===== src/rtl/fifo_pkg.sv =====
// fifo_pkg: shared constants and types for the synchronous FIFO read-side
// drain engine (fifo_rd_stream) and its skid buffer (fifo_rd_skid).
package fifo_pkg;

  // Default width of a FIFO word and of the stream data.
  localparam int unsigned DEF_DATA_WIDTH = 12;

  // The skid buffer is built for exactly two entries.
  localparam int unsigned SKID_DEPTH_REQ = 2;

  // Skid-buffer occupancy, legal range 0..2.
  typedef logic [1:0] occ_t;

  localparam occ_t OCC_EMPTY = 2'd0;
  localparam occ_t OCC_ONE   = 2'd1;
  localparam occ_t OCC_FULL  = 2'd2;

  // A pop is safe only when every word already owed to the buffer (stored
  // plus the one in flight) leaves room for one more, assuming no drain.
  function automatic logic room_for_pop(input occ_t occ, input logic inflight);
    logic [2:0] owed;
    owed = {1'b0, occ} + {2'b00, inflight};
    return (owed < 3'd2);
  endfunction

endpackage


===== src/rtl/fifo_rd_skid.sv =====
// fifo_rd_skid: two-entry skid buffer between the FIFO read port and the
// valid/ready stream. Captures into the tail, drains from the head, and
// shifts tail to head when the head is accepted. Head drives m_data_o.
module fifo_rd_skid
  import fifo_pkg::*;
#(
  parameter int unsigned DATA_WIDTH = DEF_DATA_WIDTH
) (
  input  logic                  clk_i,
  input  logic                  rst_i,
  input  logic                  cap_i,
  input  logic [DATA_WIDTH-1:0] cap_data_i,
  input  logic                  m_ready_i,
  output logic                  m_valid_o,
  output logic [DATA_WIDTH-1:0] m_data_o,
  output occ_t                  occ_o
);

  occ_t                  occ_r;
  occ_t                  occ_nxt_s;
  logic [DATA_WIDTH-1:0] head_r;
  logic [DATA_WIDTH-1:0] head_nxt_s;
  logic [DATA_WIDTH-1:0] tail_r;
  logic [DATA_WIDTH-1:0] tail_nxt_s;
  logic                  valid_r;
  logic                  drain_s;

  // Next occupancy and entry contents from capture and drain requests.
  always_comb begin
    occ_nxt_s  = occ_r;
    head_nxt_s = head_r;
    tail_nxt_s = tail_r;
    drain_s    = m_ready_i && (occ_r != OCC_EMPTY);
    case (occ_r)
      OCC_EMPTY: begin
        if (cap_i) begin
          head_nxt_s = cap_data_i;
          occ_nxt_s  = OCC_ONE;
        end else begin
          occ_nxt_s  = OCC_EMPTY;
        end
      end
      OCC_ONE: begin
        if (cap_i && drain_s) begin
          head_nxt_s = cap_data_i;
          occ_nxt_s  = OCC_ONE;
        end else if (cap_i) begin
          tail_nxt_s = cap_data_i;
          occ_nxt_s  = OCC_FULL;
        end else if (drain_s) begin
          occ_nxt_s  = OCC_EMPTY;
        end else begin
          occ_nxt_s  = OCC_ONE;
        end
      end
      OCC_FULL: begin
        // The pop rule keeps a capture from landing here without a drain;
        // the capture+drain arm only keeps the shift well defined.
        if (cap_i && drain_s) begin
          head_nxt_s = tail_r;
          tail_nxt_s = cap_data_i;
          occ_nxt_s  = OCC_FULL;
        end else if (drain_s) begin
          head_nxt_s = tail_r;
          occ_nxt_s  = OCC_ONE;
        end else begin
          occ_nxt_s  = OCC_FULL;
        end
      end
      default: begin
        // Unreachable occupancy code: recover to empty rather than stream junk.
        occ_nxt_s = OCC_EMPTY;
      end
    endcase
  end

  // Buffer state registers; valid is registered alongside occupancy.
  always_ff @(posedge clk_i or posedge rst_i) begin
    if (rst_i) begin
      occ_r   <= OCC_EMPTY;
      head_r  <= {DATA_WIDTH{1'b0}};
      tail_r  <= {DATA_WIDTH{1'b0}};
      valid_r <= 1'b0;
    end else begin
      occ_r   <= occ_nxt_s;
      head_r  <= head_nxt_s;
      tail_r  <= tail_nxt_s;
      valid_r <= (occ_nxt_s != OCC_EMPTY);
    end
  end

  assign m_valid_o = valid_r;
  assign m_data_o  = head_r;
  assign occ_o     = occ_r;

endmodule


===== src/rtl/fifo_rd_stream.sv =====
// fifo_rd_stream: read-side drain engine for the synchronous FIFO. Issues
// pops, absorbs the FIFO's one-cycle read latency and presents the words as
// a valid/ready stream through a two-entry skid buffer.
// Optional feature macro: FIFO_RD_STREAM_STATS_EN adds pop_count_o, a 16-bit
// wrapping count of accepted stream handshakes.
module fifo_rd_stream
  import fifo_pkg::*;
#(
  parameter int unsigned DATA_WIDTH = DEF_DATA_WIDTH,
  parameter int unsigned SKID_DEPTH = SKID_DEPTH_REQ
) (
  input  logic                  clk_i,
  input  logic                  rst_i,
  input  logic                  fifo_empty_i,
  input  logic [DATA_WIDTH-1:0] fifo_rdata_i,
  input  logic                  fifo_underflow_i,
  output logic                  fifo_rd_en_o,
  output logic                  m_valid_o,
  output logic [DATA_WIDTH-1:0] m_data_o,
  input  logic                  m_ready_i,
  output logic                  err_o
`ifdef FIFO_RD_STREAM_STATS_EN
  ,
  output logic [15:0]           pop_count_o
`endif
);

  if (SKID_DEPTH != SKID_DEPTH_REQ) begin : g_bad_skid_depth
    $error("fifo_rd_stream: SKID_DEPTH must be 2");
  end

  occ_t occ_s;
  logic inflight_r;
  logic err_r;
  logic rd_en_s;
  logic cap_s;

  // Pop decision: only FIFO empty and registered state, never m_ready_i, so
  // room is reserved for the worst case where the consumer stalls. Reset
  // forces the pop request low.
  always_comb begin
    rd_en_s = 1'b0;
    cap_s   = 1'b0;
    if (rst_i) begin
      rd_en_s = 1'b0;
    end else begin
      rd_en_s = !fifo_empty_i && room_for_pop(occ_s, inflight_r);
    end
    if (inflight_r && !fifo_underflow_i) begin
      cap_s = 1'b1;
    end else begin
      cap_s = 1'b0;
    end
  end

  // A pop issued this cycle returns data next cycle; underflow is sticky.
  always_ff @(posedge clk_i or posedge rst_i) begin
    if (rst_i) begin
      inflight_r <= 1'b0;
      err_r      <= 1'b0;
    end else begin
      inflight_r <= rd_en_s;
      err_r      <= err_r | fifo_underflow_i;
    end
  end

  fifo_rd_skid #(
    .DATA_WIDTH (DATA_WIDTH)
  ) u_skid (
    .clk_i      (clk_i),
    .rst_i      (rst_i),
    .cap_i      (cap_s),
    .cap_data_i (fifo_rdata_i),
    .m_ready_i  (m_ready_i),
    .m_valid_o  (m_valid_o),
    .m_data_o   (m_data_o),
    .occ_o      (occ_s)
  );

  assign fifo_rd_en_o = rd_en_s;
  assign err_o        = err_r;

`ifdef FIFO_RD_STREAM_STATS_EN
  logic [15:0] pop_count_r;

  // Count accepted stream handshakes, wrapping naturally at 16 bits.
  always_ff @(posedge clk_i or posedge rst_i) begin
    if (rst_i) begin
      pop_count_r <= 16'd0;
    end else if (m_valid_o && m_ready_i) begin
      pop_count_r <= pop_count_r + 16'd1;
    end else begin
      pop_count_r <= pop_count_r;
    end
  end

  assign pop_count_o = pop_count_r;
`endif

endmodule


===== config.mk =====
export PLATFORM = sky130hd
export DESIGN_NAME = fifo_rd_stream
export DESIGN_NICKNAME = d
export VERILOG_FILES = /design/src/rtl/fifo_pkg.sv /design/src/rtl/fifo_rd_skid.sv /design/src/rtl/fifo_rd_stream.sv
export SDC_FILE = /design/constraint.sdc
export NUM_CORES = 1
export LEC_CHECK = 0
export ABC_AREA = 0
export CORE_MARGIN = 2
export CORE_UTILIZATION = 40
export CTS_CLUSTER_SIZE = 8
export DETAILED_ROUTE_END_ITERATION = 16
export PLACE_DENSITY_LB_ADDON = 0.3
export SLEW_MARGIN = 0
export SYNTH_ARGS = -nofsm -noshare
export SYNTH_HDL_FRONTEND = slang
export SYNTH_SLANG_ARGS = --single-unit

===== constraint.sdc =====
create_clock -name clk_i -period 1.88 [get_ports clk_i]
set_clock_uncertainty 0.1 [all_clocks]
set_input_delay 0.282 -clock clk_i [delete_from_list [all_inputs] [get_ports clk_i]]
set_output_delay 0.282 -clock clk_i [all_outputs]
set_load 0.005 [all_outputs]

Yosys cells after proc, flatten, opt, wreduce, memory -nomap -nowiden:

Cells that the tools add are included.

* output and inout port bits: 15
* input port bits: 17
* register bits: 29

* reductions and logical operators: 13
* add/subtract/negate cells: 1
* order comparisons: 1
* bitwise operators: 1
* muxes and demuxes: 16
* equality and inequality tests: 8

Operator list (number)
* $mux 12: 5
* $pmux 12 s3: 1
* $pmux 12 s2: 1
* $mux 2: 4
* $ne 2x1->1 const B: 4
* $reduce_and 4->1: 2
* $pmux 2 s3: 1
* $reduce_bool 2->1: 3
* $logic_and 1x1->1: 4
* $mux 1: 4
* $add 2x1->3: 1
* $lt 3x2->1 const B: 1
* $ne 3x1->1 const B: 1
* $reduce_bool 3->1: 1
* $eq 2x1->1 const B: 1
* $eq 2x2->1 const B: 1
* $logic_not 1->1: 2
* $logic_not 2->1: 1
* $ne 2x2->1 const B: 1
* $or 1x1->1: 1

Depth between registers and ports, before layout:

Gate-level depths: netlist of run 1.

* depth after elaboration: 7
* gate-level depth with buffers: 8

Hierarchy:

A second synthesis of run 1 with hierarchy kept.

* cells, all modules: 89
* area, all modules: 1362.6 um2

Modules (own cells, without submodules)
* fifo_rd_skid: seq. area each 675.6 um2, times used 1, cells an instance 83, area each 1281.2 um2
* fifo_rd_stream: seq. area each 50.0 um2, times used 1, cells an instance 6, area each 81.3 um2

Worst setup path after synthesis of run 1:

Ideal clock, no wire load.

* path type: register to register
* from: reg u_skid.occ_r[0], in the netlist u_skid.occ_o[0]
* to: reg u_skid.tail_r[0]
* setup time: 0.125 ns
* cell stages (with the launch flop): 7
* period minus slack after synthesis: 1.835 ns
* arrival: 1.610 ns
* buffers on the path: 1
* slack: 0.045 ns
* cell sequence: dfrtp_1 -> o21a_1 -> ha_1 -> nand3b_1 -> nand2_4 -> buf_12 -> mux2_4

* word-level cells in the longest chain between the ends: 5
* elaborated cells on any way between the ends: 11
* classes of those cells: 5 x eq/ne; 1 x mux; 5 x reduce/logical

RTL lines
* start: declaration: line fifo_rd_skid.sv:19 `occ_t occ_r;`
* start signal: assignment: line fifo_rd_skid.sv:85 `occ_r <= occ_nxt_s;`
* $reduce_bool 2->1: line fifo_rd_skid.sv:33 `drain_s = m_ready_i && (occ_r != OCC_EMPTY);`
* $logic_and 1x1->1: line fifo_rd_skid.sv:33
* $logic_and 1x1->1: line fifo_rd_skid.sv:44, fifo_rd_skid.sv:59
* $ne 2x1->1 (no line) / $ne 2x2->1 (equally long branches)
* $reduce_and 4->1 (no line)
* end signal: assignment: line fifo_rd_skid.sv:82 `tail_r <= {DATA_WIDTH{1'b0}};`
* end signal: assignment: line fifo_rd_skid.sv:87 `tail_r <= tail_nxt_s;`
* end: declaration: line fifo_rd_skid.sv:23 `logic [DATA_WIDTH-1:0] tail_r;`

Parallel ways exist; a longest one is shown, timed or not.
A chain may end at the register's enable or synchronous reset.

Worst setup path in the final report of run 1:

* from: reg u_skid.occ_r[0], in the netlist u_skid.occ_o[0]
* to: reg u_skid.tail_r[5]

The elaborated chain is that of the path after synthesis.

==> results of run 1 <==
metrics by stage:
step	std cells	total power, W	hold WS (ns)	setup TNS, ns	cell area (um^2)
after CTS	200	0.00250	0.313	0	1890
after global routing	201	0.00266	0.330	-0.0719	1900
after global placement	192	0.00207	0.350	-4.35	1820
after floorplan	107	0.00165	0.260	0	1410
after detailed placement	192	0.00211	0.354	-4.96	1820
final	201	0.00248	0.325	0	1900
per-layer routing:
layer	wire length, um	share of wire	global-route usage
met1	1250	0.47	0.190
met2	1220	0.46	0.216
met3	157	0.059	0.0643
met4	30	0.011	0.0489
met5	0	0	0
logic make-up (layout without fill, tap and decap cells):
kind of cell,after synthesis,after routing
flops,29,29
fa+ha+maj,3,3
compound gates,19,19
buf+inv,8,56
mux,24,24
simple gates,24,24
power by group:
group,internal [W],switching (W)
Clock,0.000141,0.000228
Combinational,0.000652,0.000401
Sequential,0.000901,0.000159
registers in the layout (all words and copies together), names as in the netlist:
| signal | count |
|---|---|
| u_skid.occ_o | 2 |
| err_o | 1 |
| u_skid.m_data_o | 12 |
| inflight_r | 1 |
| u_skid.m_valid_o | 1 |
| u_skid.tail_r | 12 |
timing repair:
| item | 4_1_cts | 5_1_grt |
|---|---|---|
| pin swaps | 0 | 1 |
| endpoints found under the setup margin | 1 | 9 |
| resized for setup | 4 | 5 |
| setup buffers | 0 | 1 |
cells in the mapped netlist, drive strengths merged:
cell type  instances
a2111oi            1
mux2              12
o21ai              1
a2bb2oi            1
a22o               1
or2                2
inv                3
nor3b              1
nor2              12
nand3b             1
nand2              4
nor2b              1
dfrtp             29
a21o               1
a21oi             13
buf                5
mux2i             12
ha                 3
and2b              1
o21a               1
nand2b             2
worst max-delay path, cell delays in order (launching register included):
cell      delay (ns)
dfrtp_2         0.45
o21a_1          0.22
ha_2            0.17
nand3b_1        0.19
nand2_4         0.22
mux2_2          0.36
worst paths after layout:
kind | to | slack [ns] | cells after the start
min in group clk_i | err_o$_DFF_PP0_ | 0.38 | 1
max in group asynchronous | u_skid.occ_o[0]$_DFF_PP0_ | 1.07 | 3
setup reg to reg | u_skid.tail_r[5]$_DFFE_PP0P_ | 0.04 | 5
setup / recovery | u_skid.tail_r[5]$_DFFE_PP0P_ | 0.04 | 5
hold / removal | inflight_r$_DFF_PP0_ | 0.33 | 3
hold reg to reg | err_o$_DFF_PP0_ | 0.38 | 1
layout by cell type, fill, tap and decap left out, drive strengths merged, types with 2 or more instances in the layout:
master / n
clkdlybuf4s50: 30
dfrtp: 29
buf: 14
a21oi: 13
mux2i: 12
nor2: 12
mux2: 12
clkbuf: 6
nand2: 4
inv: 3
ha: 3
nand2b: 2
or2: 2
clkinv: 2
cell type report:
class / count / area [um^2] / area share
Multi-Input combinational cell: 70 / 639 / 0.336
Sequential cell: 29 / 727 / 0.382
Clock buffer: 5 / 37.5 / 0.0197
Clock inverter: 3 / 17.5 / 0.00922
Tap cell: 46 / 57.6 / 0.0303
Timing Repair Buffer: 45 / 410 / 0.216
Inverter: 3 / 11.3 / 0.00592
==> impl_metrics.csv, run 1 <==
group,metric,value,unit
pwr,leakage,0.822,nW
sta,rsz0062_at_grt,"true",
layout,finalNetCount,174,
floorplanning,boundaryPins,32,
worst_setup_path,critical_path_class,"register to register",
grt,grt_pass1_wl,4.46,mm
sta,setup_slack,0.0423,ns
detailed_routing,postRouteAntennaNets,0,
cts,htreeDepth,2,
worst_setup_path,critPathRequiredTime,2.00,ns
detailed_routing,drt_wl_total,2.66,mm
worst_setup_path,cp-end-kind,"register",
sta,relSlewSlack,0.755,
synth,synthXorXnorAreaFrac,0,
grt,grt_pass1_vias,956,
cts,cts_tree,"yes",
synth,syn-cell-area,0.00141,mm^2
sta,setup-violations-final,0,
floorplanning,dieArea,0.00402,mm^2
layout,area_growth,34.5,%
detailed_routing,via_per_inst,4.72,
place,dp_hpwl,1.84,mm
synth,synth_area_leaders,"dfrtp_1, mux2_4, mux2i_1",
detailed_routing,drt_iter0_drc,32,
synth,synth_top_family_by_area,"multiplexers",
floorplanning,start_util,0.420,
sta,timing.final.hold_violations,0,
synth,synth-adder-area-share,0.0266,
grt,grt_max_degree,30,
cts,clk_path_buf_depth,2,
synth,synth_top_area_share,0.514,
synth,ys_warn_count,0,
place,portBuffers,31,
grt,grt_usage,0.146,
detailed_routing,drtPass1Iterations,4,
layout,fillers,328,
grt,antenna_found_initial,0,
floorplanning,row_count,21,
worst_setup_path,startpoint,"u_skid.occ_o[0]$_DFF_PP0_",
detailed_routing,drc,0,
worst_hold_path,hold_class,"input pin to async pin",
synth,syn_inst,107,
place,gp_congestion,0.733,
synth,synth.avg_cell_area,13.2,um^2
worst_setup_path,cp.arrival,1.96,ns
floorplanning,die_x,63.4,um
sta,finalCriticalPeriod,1.84,ns
floorplanning,die_h,63.4,um
layout,drive_gt1_frac,0.342,
sta,report.final.slew_viol_count,0,
cts,clk_latency,0.33,ns
sta,fin_crit_sh,0.977,
place,post-place-ws,-0.456,ns
synth,ys_seq_area_frac,0.514,
synth,synth-simple-area-share,0.0965,
synth,synth-compound-area-share,0.105,
layout,finish.utilization,0.565,
cts,cts_num_sinks,29,
run_status,status,"finished clean",
sta,fmax,544,MHz
cts,hold_buffers,0,
worst_setup_path,startpoint_type,"register",
synth,yosysTopAreaCell,"dfrtp_1",
worst_setup_path,r2r-start,"u_skid.occ_o[0]$_DFF_PP0_",
cts,clk_pin_slew_worst_paths,0.10,ns
grt,grt_overflow,0,
layout,diodes,0,
floorplanning,core-area,0.00336,mm^2
worst_setup_path,cp_max_fo,12,
run,maxCapViolations,0,
synth,ys_ff_latch,29,
synth,synth_mux_area_frac,0.207,
detailed_routing,wl_per_cell,13.2,um
synth,synth_nets,127,
cts,cts_made_buffers,5,
pwr,ir_drop,584,uV
sta,worstMarginPinSlew,0.368,ns
synth,synth.distinct_cells,26,
detailed_routing,vias,948,
cts,root_buffer,"clkbuf_4",
pwr,pwr_density_cell,1310,mW/mm^2
Power figures use the tool's default switching activity.
==> run 2: changes to the inputs <==
--- a/config.mk
+++ b/config.mk
@@ -6,8 +6,9 @@
 export NUM_CORES = 1
 export LEC_CHECK = 0
 export ABC_AREA = 0
+export CORE_ASPECT_RATIO = 1.4
 export CORE_MARGIN = 2
-export CORE_UTILIZATION = 40
+export CORE_UTILIZATION = 42
 export CTS_CLUSTER_SIZE = 8
 export DETAILED_ROUTE_END_ITERATION = 16
 export PLACE_DENSITY_LB_ADDON = 0.3
==> impl_metrics.csv, run 2 (synthesis results as in run 1) <==
group,metric,value,unit
worst_setup_path,r2r-start,"u_skid.occ_o[0]$_DFF_PP0_",
sta,worstMarginPinSlew,0.370,ns
cts,clk_pin_slew_worst_paths,0.07,ns
run_status,status,"finished clean",
worst_setup_path,critPathRequiredTime,1.95,ns
worst_setup_path,critical_path_class,"register to register",
sta,report.final.slew_viol_count,0,
place,dp_hpwl,1.91,mm
sta,setup-violations-final,0,
floorplanning,dieArea,0.00385,mm^2
worst_setup_path,startpoint,"u_skid.occ_o[0]$_DFF_PP0_",
detailed_routing,postRouteAntennaNets,0,
sta,timing.final.hold_violations,0,
detailed_routing,drt_wl_total,2.98,mm
detailed_routing,wl_per_cell,15.0,um
run,maxCapViolations,0,
grt,grt_overflow,0,
pwr,ir_drop,907,uV
sta,rsz0062_at_grt,"true",
pwr,power.total,0.00303,W
sta,setup-tns-final,0,ns
worst_setup_path,cp_slowest_cell,"dfrtp_1",
worst_setup_path,crit_path_cell_trace,"buf_6 > o21a_1 > ha_2 > nand3b_1 > nand2_4 > buf_12 > mux2_4",
sta,fin_crit_sh,0.999,
worst_setup_path,reg2reg_slack,0.001,ns
layout,most-common-layout-cells,"clkdlybuf4s50_1, dfrtp_1, buf_4",
worst_setup_path,cp_slowest_stage_delay,0.40,ns
cts,cts_tree,"yes",
grt,antenna_found_initial,0,
detailed_routing,drt_iter0_drc,20,
sta,fmax,532,MHz
place,portBuffers,31,
sta,finalCriticalPeriod,1.88,ns
floorplanning,die_x,53.0,um
layout,drive_gt1_frac,0.356,
floorplanning,start_util,0.448,
grt,grt_usage,0.174,
layout,final_common_cell,"clkdlybuf4s50_1",
worst_setup_path,cp_max_fo,6,
grt,grt_pass1_wl,4.77,mm
detailed_routing,via_per_inst,4.90,
pwr,leakage,0.907,nW
worst_setup_path,cp-end-kind,"register",
cts,cts_num_sinks,29,
cts,htreeDepth,2,
worst_setup_path,cp.arrival,1.95,ns
layout,area_growth,46.4,%
cts,root_buffer,"clkbuf_8",
grt,grt_max_degree,30,
layout,finalNetCount,179,
layout,multiInputGateArea,638,um^2
grt,grt_pass1_vias,1055,
layout,seqCellArea,726,um^2
sta,setup_slack,0.00146,ns
layout,finalNonFillerCells,199,
sta,relSlewSlack,0.753,
worst_setup_path,startpoint_type,"register",
layout,fillers,252,
pwr,pwr_density_cell,1460,mW/mm^2
cts,cts_made_buffers,5,
detailed_routing,drtPass1Iterations,4,
detailed_routing,vias,976,
floorplanning,boundaryPins,32,
detailed_routing,drc,0,
place,place_inst,187,
floorplanning,die_h,72.6,um
place,post-place-ws,-0.275,ns
worst_hold_path,hold_class,"input pin to async pin",
cts,clk_path_buf_depth,2,
floorplanning,core-area,0.00315,mm^2
cts,clk_latency,0.29,ns
place,gp_congestion,0.733,
floorplanning,row_count,24,
layout,diodes,0,
==> run 2: cell count changes in the layout (fill, tap and decap cells not counted), moves of 2 or more <==
cell,change
clkbuf_8,+5
bufinv_16,+2
buf_12,+3
clkbuf_4,-5
==> run 2: area by class of cell <==
cell class / instances / share of cell area
clock buffers: 5 / 0.0333
clock inverters: 3 / 0.0315
inverters: 3 / 0.00544
multi-input cells: 70 / 0.309
flip-flops and latches: 29 / 0.351
well taps: 39 / 0.0236
repair buffers: 50 / 0.247
==> run 2: layer usage <==
metal,global-route usage,share of wire,vias to the layer above
met5,0,0,-
met4,0.0855,0.016,0
met3,0.0553,0.042,5
met1,0.219,0.42,476
met2,0.268,0.52,25
li1,-,-,470
==> run 2: per-stage QoR <==
stage               area, um^2   util  hold WS [ns]
floorplan                 1410      -         0.260
global placement          1860  0.590         0.353
detailed placement        1860  0.590         0.369
CTS                       2020  0.641         0.346
global route              2070  0.656         0.376
finish                    2070  0.656         0.340
==> run 2: critical path: cells and delay by family (launching register included) <==
kind                       cells  cell delay (ns)
muxes                          1             0.29
AOI/OAI and AO/OA              1             0.20
DFF                            1             0.40
buffers and inverters          2             0.25
and+or+nand+nor                2             0.32
adders and majority gates      1             0.19
==> run 2: timing repair <==
action                                  in CTS  in global routing
hold buffers                                 0                  0
buffers inserted                             2                  1
endpoints found under the setup margin       1                 13
cloned                                       0                  1
pin swaps                                    2                  1
gates resized for setup                      5                  2
==> run 2: where the power goes <==
group | switching [W] | internal [W]
Sequential | 0.000158 | 0.000902
Clock | 0.000246 | 0.000526
Combinational | 0.000448 | 0.000750
Total | 0.000852 | 0.00218
==> run 2: path summary, 6_finish.rpt <==
| path | end | depth (start not counted) |
|---|---|---|
| worst min register to register | err_o$_DFF_PP0_ | 1 |
| worst max-delay path | u_skid.tail_r[2]$_DFFE_PP0P_ | 7 |
| min in group clk_i | err_o$_DFF_PP0_ | 1 |
| max in group asynchronous | u_skid.m_data_o[1]$_DFFE_PP0P_ | 3 |
| worst min-delay path | u_skid.occ_o[0]$_DFF_PP0_ | 3 |
| worst max register to register | u_skid.tail_r[2]$_DFFE_PP0P_ | 7 |
